<file path="config.mk">
export PLATFORM = sky130hd
export DESIGN_NAME = seq_parser_stream_flat
export DESIGN_NICKNAME = d
export VERILOG_FILES = /design/src/rtl/seq_parser_stream_if.sv /design/src/rtl/seq_parser_stream.sv /design/src/flat_wrapper.sv
export SDC_FILE = /design/constraint.sdc
export NUM_CORES = 1
export LEC_CHECK = 0
export BUFFER_PORTS_ARGS = -buffer_cell sky130_fd_sc_hd__buf_2
export CAP_MARGIN = 20
export CORE_MARGIN = 2
export CORE_UTILIZATION = 48
export DETAILED_ROUTE_END_ITERATION = 10
export HOLD_SLACK_MARGIN = 0.06
export PLACE_DENSITY_LB_ADDON = 0.12
export SLEW_MARGIN = 0
export SYNTH_ARGS = -nofsm -noshare
export SYNTH_HDL_FRONTEND = slang
export SYNTH_SLANG_ARGS = --single-unit
</file>
<file path="constraint.sdc">
create_clock -name clk -period 38.1 [get_ports clk]
set_clock_uncertainty 0.2 [all_clocks]
set_input_delay 7.62 -clock clk [delete_from_list [all_inputs] [get_ports clk]]
set_output_delay 7.62 -clock clk [all_outputs]
set_load 0.01 [all_outputs]
</file>
<file path="src/rtl/seq_parser_stream_if.sv">
// Word-stream ingress and wide-record egress bundle for seq_parser_stream.
// The parser binds to the slave modport; the producer/consumer side uses master.
interface seq_parser_stream_if #(
  parameter int IN_W  = 32,
  parameter int OUT_W = 296,
  parameter int LEN_W = 4
);
  logic [IN_W-1:0]  dataIn;
  logic             dataIn_val;
  logic             dataIn_ready;
  logic             dataIn_last;
  logic [OUT_W-1:0] dataOut;
  logic [LEN_W-1:0] dataOut_len;
  logic             dataOut_val;
  logic             dataOut_ready;
  logic             packetLost;

  modport slave (
    input  dataIn, dataIn_val, dataIn_last, dataOut_ready,
    output dataIn_ready, dataOut, dataOut_len, dataOut_val, packetLost
  );

  modport master (
    output dataIn, dataIn_val, dataIn_last, dataOut_ready,
    input  dataIn_ready, dataOut, dataOut_len, dataOut_val, packetLost
  );
endinterface

</file>
<file path="src/rtl/seq_parser_stream.sv">
// Sync-checked packet assembler: packs payload words MSB-first into wide records queued in a FIFO.
// Optional PARSER_STATS_EN adds saturating stat_pkt_ok / stat_pkt_lost counters.
module seq_parser_stream #(
  parameter int              IN_W       = 32,
  parameter int              OUT_W      = 296,
  parameter int              DEPTH      = 2,
  parameter logic [IN_W-1:0] SYNC       = 32'hA5A55A5A,
  parameter int              STALL_MODE = 0
) (
  input  logic               clk,
  input  logic               reset,
`ifdef PARSER_STATS_EN
  output logic [15:0]        stat_pkt_ok,
  output logic [15:0]        stat_pkt_lost,
`endif
  seq_parser_stream_if.slave bus
);
  localparam int MAX_WORDS = (OUT_W + IN_W - 1) / IN_W;
  localparam int LEN_W     = $clog2(MAX_WORDS + 1);
  localparam int EXT_W     = MAX_WORDS * IN_W;
  localparam int ENT_W     = OUT_W + LEN_W;
  localparam int PTR_W     = (DEPTH > 1) ? $clog2(DEPTH) : 1;
  localparam int CNT_W     = $clog2(DEPTH + 1);

  localparam logic [LEN_W-1:0] MAX_CNT  = LEN_W'(MAX_WORDS);
  localparam logic [CNT_W-1:0] FULL_CNT = CNT_W'(DEPTH);
  localparam logic [PTR_W-1:0] LAST_PTR = PTR_W'(DEPTH - 1);

  typedef enum logic [1:0] {
    IDLE    = 2'd0,
    COLLECT = 2'd1,
    DISCARD = 2'd2,
    HOLD    = 2'd3
  } state_t;

  state_t             state_r;
  state_t             stateNext_s;
  logic [EXT_W-1:0]   asmExt_r;
  logic [EXT_W-1:0]   asmNext_s;
  logic [EXT_W-1:0]   wordExt_s;
  logic [LEN_W-1:0]   count_r;
  logic [LEN_W-1:0]   countNext_s;
  logic               packetLost_r;
  logic               lostNext_s;
  logic               push_s;
  logic               pop_s;
  logic               space_s;
  logic               beat_s;
  logic               isSync_s;
  logic               inReady_s;
  logic [ENT_W-1:0]   pushEntry_s;
  logic [ENT_W-1:0]   headEntry_s;
  logic [ENT_W-1:0]   mem_r [DEPTH];
  logic [PTR_W-1:0]   wrPtr_r;
  logic [PTR_W-1:0]   rdPtr_r;
  logic [CNT_W-1:0]   fifoCnt_r;
  logic               outVal_s;

  assign inReady_s = ~reset & (state_r != HOLD);
  assign beat_s    = bus.dataIn_val & inReady_s;
  assign isSync_s  = (bus.dataIn == SYNC);
  assign outVal_s  = (fifoCnt_r != {CNT_W{1'b0}});
  assign pop_s     = outVal_s & bus.dataOut_ready;
  // A pop in the same cycle frees the slot, so a full FIFO still accepts the push.
  assign space_s   = (fifoCnt_r != FULL_CNT) | pop_s;

  // The record is built in a slot-aligned buffer; the final partial slot keeps the word's upper bits.
  assign wordExt_s   = (EXT_W'(bus.dataIn) << (EXT_W - IN_W)) >> (int'(count_r) * IN_W);
  assign pushEntry_s = {asmNext_s[EXT_W-1 -: OUT_W], countNext_s};

  // Next-state, assembly and push/loss decisions.
  always_comb begin
    stateNext_s = state_r;
    asmNext_s   = asmExt_r;
    countNext_s = count_r;
    push_s      = 1'b0;
    lostNext_s  = 1'b0;
    case (state_r)
      IDLE: begin
        if (beat_s) begin
          if (isSync_s) begin
            asmNext_s   = {EXT_W{1'b0}};
            countNext_s = {LEN_W{1'b0}};
            if (bus.dataIn_last) begin
              lostNext_s = 1'b1;
            end else begin
              stateNext_s = COLLECT;
            end
          end else begin
            if (bus.dataIn_last) begin
              lostNext_s = 1'b1;
            end else begin
              stateNext_s = DISCARD;
            end
          end
        end else begin
          stateNext_s = IDLE;
        end
      end
      COLLECT: begin
        if (beat_s) begin
          if (count_r == MAX_CNT) begin
            if (bus.dataIn_last) begin
              lostNext_s  = 1'b1;
              stateNext_s = IDLE;
            end else begin
              stateNext_s = DISCARD;
            end
          end else begin
            asmNext_s   = asmExt_r | wordExt_s;
            countNext_s = count_r + LEN_W'(1'b1);
            if (bus.dataIn_last) begin
              if (space_s) begin
                push_s      = 1'b1;
                stateNext_s = IDLE;
              end else if (STALL_MODE != 0) begin
                stateNext_s = HOLD;
              end else begin
                lostNext_s  = 1'b1;
                stateNext_s = IDLE;
              end
            end else begin
              stateNext_s = COLLECT;
            end
          end
        end else begin
          stateNext_s = COLLECT;
        end
      end
      DISCARD: begin
        if (beat_s && bus.dataIn_last) begin
          lostNext_s  = 1'b1;
          stateNext_s = IDLE;
        end else begin
          stateNext_s = DISCARD;
        end
      end
      HOLD: begin
        if (space_s) begin
          push_s      = 1'b1;
          stateNext_s = IDLE;
        end else begin
          stateNext_s = HOLD;
        end
      end
      default: begin
        stateNext_s = IDLE;
      end
    endcase
  end

  // Parser state, assembly buffer and loss pulse.
  always_ff @(posedge clk) begin
    if (reset) begin
      state_r      <= IDLE;
      asmExt_r     <= {EXT_W{1'b0}};
      count_r      <= {LEN_W{1'b0}};
      packetLost_r <= 1'b0;
    end else begin
      state_r      <= stateNext_s;
      asmExt_r     <= asmNext_s;
      count_r      <= countNext_s;
      packetLost_r <= lostNext_s;
    end
  end

  // FIFO pointers and occupancy.
  always_ff @(posedge clk) begin
    if (reset) begin
      wrPtr_r   <= {PTR_W{1'b0}};
      rdPtr_r   <= {PTR_W{1'b0}};
      fifoCnt_r <= {CNT_W{1'b0}};
    end else begin
      if (push_s) begin
        wrPtr_r <= (wrPtr_r == LAST_PTR) ? {PTR_W{1'b0}} : wrPtr_r + PTR_W'(1'b1);
      end
      if (pop_s) begin
        rdPtr_r <= (rdPtr_r == LAST_PTR) ? {PTR_W{1'b0}} : rdPtr_r + PTR_W'(1'b1);
      end
      case ({push_s, pop_s})
        2'b10:   fifoCnt_r <= fifoCnt_r + CNT_W'(1'b1);
        2'b01:   fifoCnt_r <= fifoCnt_r - CNT_W'(1'b1);
        default: fifoCnt_r <= fifoCnt_r;
      endcase
    end
  end

  // FIFO storage; stale entries are masked at the output by the occupancy count.
  always_ff @(posedge clk) begin
    if (push_s) begin
      mem_r[wrPtr_r] <= pushEntry_s;
    end
  end

  assign headEntry_s      = mem_r[rdPtr_r];
  assign bus.dataIn_ready = inReady_s;
  assign bus.dataOut_val  = outVal_s;
  assign bus.dataOut      = outVal_s ? headEntry_s[ENT_W-1 -: OUT_W] : {OUT_W{1'b0}};
  assign bus.dataOut_len  = outVal_s ? headEntry_s[LEN_W-1:0] : {LEN_W{1'b0}};
  assign bus.packetLost   = packetLost_r;

`ifdef PARSER_STATS_EN
  logic [15:0] statOk_r;
  logic [15:0] statLost_r;

  // Saturating delivered / lost packet counters.
  always_ff @(posedge clk) begin
    if (reset) begin
      statOk_r   <= 16'h0000;
      statLost_r <= 16'h0000;
    end else begin
      if (push_s && (statOk_r != 16'hFFFF)) begin
        statOk_r <= statOk_r + 16'h0001;
      end
      if (packetLost_r && (statLost_r != 16'hFFFF)) begin
        statLost_r <= statLost_r + 16'h0001;
      end
    end
  end

  assign stat_pkt_ok   = statOk_r;
  assign stat_pkt_lost = statLost_r;
`endif
endmodule
</file>
<file path="src/flat_wrapper.sv">
// flat-port wrapper written by rule: the top's interface ports become plain ports
module seq_parser_stream_flat 
#(
  parameter int              IN_W       = 32,
  parameter int              OUT_W      = 296,
  parameter int              DEPTH      = 2,
  parameter logic [IN_W-1:0] SYNC       = 32'hA5A55A5A,
  parameter int              STALL_MODE = 0
)
  (clk, reset, bus_dataIn, bus_dataIn_val, bus_dataIn_last, bus_dataOut_ready, bus_dataIn_ready, bus_dataOut, bus_dataOut_len, bus_dataOut_val, bus_packetLost);
  seq_parser_stream_if #(.IN_W(IN_W), .OUT_W(OUT_W)) bus_i ();
  input  logic clk;
  input  logic reset;
  input wire logic [$bits(bus_i.dataIn)-1:0] bus_dataIn;
  input wire logic [$bits(bus_i.dataIn_val)-1:0] bus_dataIn_val;
  input wire logic [$bits(bus_i.dataIn_last)-1:0] bus_dataIn_last;
  input wire logic [$bits(bus_i.dataOut_ready)-1:0] bus_dataOut_ready;
  output wire logic [$bits(bus_i.dataIn_ready)-1:0] bus_dataIn_ready;
  output wire logic [$bits(bus_i.dataOut)-1:0] bus_dataOut;
  output wire logic [$bits(bus_i.dataOut_len)-1:0] bus_dataOut_len;
  output wire logic [$bits(bus_i.dataOut_val)-1:0] bus_dataOut_val;
  output wire logic [$bits(bus_i.packetLost)-1:0] bus_packetLost;
  assign bus_i.dataIn = bus_dataIn;
  assign bus_i.dataIn_val = bus_dataIn_val;
  assign bus_i.dataIn_last = bus_dataIn_last;
  assign bus_i.dataOut_ready = bus_dataOut_ready;
  assign bus_dataIn_ready = bus_i.dataIn_ready;
  assign bus_dataOut = bus_i.dataOut;
  assign bus_dataOut_len = bus_i.dataOut_len;
  assign bus_dataOut_val = bus_i.dataOut_val;
  assign bus_packetLost = bus_i.packetLost;
  seq_parser_stream #(.IN_W(IN_W), .OUT_W(OUT_W), .DEPTH(DEPTH), .SYNC(SYNC), .STALL_MODE(STALL_MODE)) u_core (.clk(clk), .reset(reset), .bus(bus_i));
endmodule
</file>
[Word-level counts from Yosys, hierarchy flattened]
Memories as Yosys holds them, arrays and structs flattened. A register that Yosys moved wholly into a read port is not among the register bits.
Cells that the tools add are included.
Cells by class
  eq/ne operators: 14
  mux-type cells: 43
  bitwise operators: 6
  reduce and logical (&&, ||, !) cells: 6
  $add $sub $neg: 5
  shifts and indexed selects: 1
Operator list (count)
  $mux 320: 4
  $pmux 320 s2: 1
  $or 320x320->320: 1
  $shr 320x9->320: 1
  $mux 296: 1
  $eq 32x32->1 const B: 1
  $mux 4: 5
  $mux 1: 18
  $mux 2: 9
  $pmux 2 s4: 1
  $pmux 4 s2: 1
  $eq 2x2->1 const B: 3
  $ne 2x1->1 const B: 3
  $ne 2x2->1 const B: 3
  $reduce_bool 2->1: 3
  $reduce_and 5->1: 1
  $add 4x1->4 const B: 1
  $eq 2x1->1 const B: 2
  $eq 4x4->1 const B: 1
  $pmux 2 s2: 1
  $and 1x1->1: 3
  $ne 3x3->1 const B: 1
  $pmux 1 s3: 1
  $add 1x1->1 const B: 2
  other kinds (7): 7
Storage, ports and cells
  word-level logic and storage cells: 84
  output and inout bits: 303
  input bits: 37
  register bits: 331
  memories: 1
  memory bits (writable): 600
Memories
  u_core.mem_r: depth 2, width 300, rd ports 1, clocked after memory_dff 1, wr ports 1, RTL line seq_parser_stream.sv:53  | logic [ENT_W-1:0] mem_r [DEPTH];

[Logic depth before layout (Yosys ltp)]
  depth after elaboration: 10
  depth in mapped cells: 10
  gate-level depth less buffers: 9

[Worst setup path after synthesis]
OpenSTA, ideal clock, no wires.
  kind: input to register
  from: in reset
  to: mem u_core.mem_r[1][0] in the netlist's numbering (enable)
  slack: 16.128 ns
  data arrival time: 20.806 ns
  path buffers: 1
  stages on the path: 5
  data required time: 36.934 ns
  path through: clkbuf_1 nor2b_1 a31oi_1 or2_2 nor2_1
Between the ends
  cells in the longest elaborated chain, start to end: 7
RTL lines
  start: declaration: RTL line flat_wrapper.sv:13  | input logic reset;
  $not 1->1: RTL line seq_parser_stream.sv:59  | assign inReady_s = ~reset & (state_r != HOLD);
  $and 1x1->1: RTL line seq_parser_stream.sv:59
  $and 1x1->1: RTL line seq_parser_stream.sv:60  | assign beat_s = bus.dataIn_val & inReady_s;
  $mux 1: RTL line seq_parser_stream.sv:101  | if (beat_s) begin
  $pmux 1 s2: RTL line seq_parser_stream.sv:78  | case (state_r)
  $mux 1: RTL line seq_parser_stream.sv:190  | if (push_s) begin
  $mux 1 (implied by the code): RTL line seq_parser_stream.sv:191  | mem_r[wrPtr_r] <= pushEntry_s;
  end: declaration: RTL line seq_parser_stream.sv:53
No other way between the ends.

[Worst setup path after layout]
  from: in reset
  to: out bus_dataIn_ready
Between the ends
  cells in the longest elaborated chain, start to end: 2
RTL lines
  $not 1->1: RTL line seq_parser_stream.sv:59
  $and 1x1->1: RTL line seq_parser_stream.sv:59
  end: declaration: RTL line flat_wrapper.sv:18  | output wire logic [$bits(bus_i.dataIn_ready)-1:0] bus_dataIn_ready;
No other way between the ends.

==> flow_summary.ini <==
[critical_path]
cp_top_family = buffers and inverters
crit_buf_inv = 2
cp_slowest_cell = a21oi_1
slowest_delay_ps = 260
endpoint_kind = output port
crit_required_ps = 30280
critPathLaunchType = input pin
worst_ep_arrival_time_ps = 8280
cp_max_fo = 17
criticalPathCategory = input pin to output port
path_common_cell = buf_2
crit_path_cell_trace = buf_2 > a21oi_1 > buf_2

[route]
vias_per_cell = 5.45
routedWlPerCell_um = 23.0
vias = 21771
drt-total-wl_um = 91800
first_pass_iters = 5
drt_iter0_drc = 1955
drc = 0
final_antenna_net_count = 0

[place]
place_hpwl_um = 51400
io_buffers = 339
pre_cts_slack_ps = 22030
place_congestion = 0.803

[clock_network]
clk_latency_ps = 640
cts.clk_slew.worst_paths_ps = 60
cts_tree = done
cts.repair.resized = 0
post-cts-setup-buffers = 0
cts-root-buf = clkbuf_16
hold_buffers = 0
cts_buffers = 91
cts-htree-levels = 3
cts.sinks = 908
cts_buffer_depth = 3

[sta]
fin_crit_sh_pct = 42.2
timing.slew.headroom_pct = 26.0
worstMarginPinSlew_ps = 1110
hold_slack_ps = 263
fmax_ghz = 0.0621
maxSlewViolCount = 0
finalSetupViolCount = 0
rsz0062_at_grt = false
layout_setup_ws_ps = 22000
finalCriticalPeriod_ps = 16100
hold_viol_final = 0
setup_tns_ps = 0

[yosys]
ys.flop_type = edfxtp_1
synth.largest_area_cell = edfxtp_1
yosysSeqAreaShare_pct = 71.4
netlist_area_um2 = 33900
synth-seq-cells = 908
synth_fp_nets = 2756
syn_avg_cell_area_um2 = 12.5
synthCells = 2716
synth_cell_type_count = 47
yosysWarnings = 0
synth_top_area_share_pct = 53.2
synth_area_leaders = edfxtp_1, dfxtp_1, nor2_1
synth_most_common_cell = nor2_1
synth.top_cells.by_count = nor2_1, edfxtp_1, dfxtp_1, mux2i_1, a21oi_1
synth_edf_count = 600
ys_async_sr_fraction_pct = 0

[die]
dieHeight_um = 270
ios = 340
dieArea_um2 = 72700
initial_core_util_pct = 48.4
die_w_um = 270
coreArea_um2 = 69900
row_count = 97

[finish]
fillerInstances = 5957
fin_util_pct = 56.4
areaGrowthSynthToFinish_pct = 16.5
nets = 3015
final_layout_size_suffix_gt1_share_pct = 17.8

[power_and_ir_drop]
power_leakage_nw = 15.0
clock_power_share_pct = 46.0
power.share.combinational_pct = 2.5
internal_power_mw = 1.61
pwr_density_cell_nw_per_um2 = 51.2
seqPwrFrac_pct = 51.5
switchingPower_mw = 0.409
swShare_pct = 20.3
ir_drop_mv = 0.0332

[grt]
grt-ovfl-total = 0
antenna_found_initial = 8
grt_pass1_wl_um = 135000
grt_start_max_net_pins = 105
grt_pass1_vias = 21426
grt_usage_pct = 24.8

[status]
outcome = completed

[run]
maxCapViolCount = 0

[worst_hold_path]
worst_hold_path_type = register to register
-- cells in the final DEF, fill, tap and decap left out, types with 4 or more instances in the layout --
| cell type | instances |
|---|---|
| bufinv_16 | 13 |
| buf_4 | 33 |
| dfxtp_1 | 307 |
| clkbuf_1 | 24 |
| buf_2 | 339 |
| edfxtp_1 | 600 |
| inv_1 | 10 |
| a31oi_1 | 124 |
| clkinvlp_4 | 6 |
| buf_16 | 7 |
| clkbuf_8 | 13 |
| and4bb_1 | 5 |
| clkbuf_16 | 92 |
| clkinv_2 | 13 |
| a21oi_1 | 182 |
| mux2i_1 | 301 |
| nand2_1 | 10 |
| inv_6 | 5 |
| nor2_1 | 903 |
| o21ai_0 | 5 |
| nor2_4 | 4 |
-- state kept, by name, indices dropped and copies added (netlist names), named ones only --
signal / count
u_core.mem_r: 600
u_core.asmExt_r: 296
u_core.count_r: 4
u_core.fifoCnt_r: 2
u_core.state_r: 2
u_core.bus.packetLost: 1
u_core.rdPtr_r: 1
u_core.wrPtr_r: 1
-- cells by family after synthesis --
kind of cell | count (synthesis) | synth area share (%)
adder cells (fa/ha/maj) | 3 | 0.111
AND/OR/NAND/NOR | 955 | 11.2
buffers and inverters | 224 | 2.98
multiplexers | 301 | 8.90
AO/OA/AOI/OAI | 321 | 5.33
XOR/XNOR | 4 | 0.104
flip-flops | 908 | 71.4
-- final cells by class --
type	count	area, µm²	area share [%]
diodes	1	2.50	0.00634
flip-flops and latches	908	24200	61.3
clock buffers	129	2570	6.52
multi-input cells	1584	8750	22.2
repair buffers	379	2140	5.42
inverters	11	48.8	0.124
well taps	940	1180	2.98
clock inverters	42	581	1.47
-- power by group through the flow --
stage | Sequential (mW) | Combinational [mW] | Clock [mW]
floorplan | 1.06 | 0.0253 | 0
global placement | 1.06 | 0.0490 | 0
detailed placement | 1.06 | 0.0494 | 0
CTS | 1.04 | 0.0495 | 0.943
global route | 1.04 | 0.0517 | 0.985
finish | 1.04 | 0.0498 | 0.930
-- stage by stage --
| stage | cell area, µm² | power (mW) | cells |
|---|---|---|---|
| floorplan | 33900 | 1.09 | 2716 |
| global placement | 36100 | 1.11 | 3815 |
| detailed placement | 36200 | 1.11 | 3818 |
| CTS | 39300 | 2.03 | 3989 |
| global route | 39500 | 2.08 | 3993 |
| finish | 39500 | 2.02 | 3994 |
-- metal layers --
metal	up-vias	GRT usage [%]	wire length, µm
met3	133	4.18	5810
met4	2	8.83	2820
li1	10044	-	-
met5	-	0	13
met1	10884	33.7	39300
met2	708	40.2	43900
-- path summary, 6_finish.rpt --
| path | slack [ps] | depth (start not counted) | start | to |
|---|---|---|---|---|
| max | 22000 | 3 | reset | bus_dataIn_ready |
| min | 260 | 2 | u_core.asmExt_r[111] | u_core.asmExt_r[111] |
| max reg2reg | 33300 | 8 | u_core.count_r[0] | u_core.mem_r[1][128] |
| min reg2reg | 260 | 2 | u_core.asmExt_r[111] | u_core.asmExt_r[111] |
-- tightest hold or removal path, cell delays in order, from the launching register on --
cell and delay [ps]:
dfxtp_1 310, a21oi_1 40, nor2_1 80
Note: power is estimated with default switching activity, not from simulation.
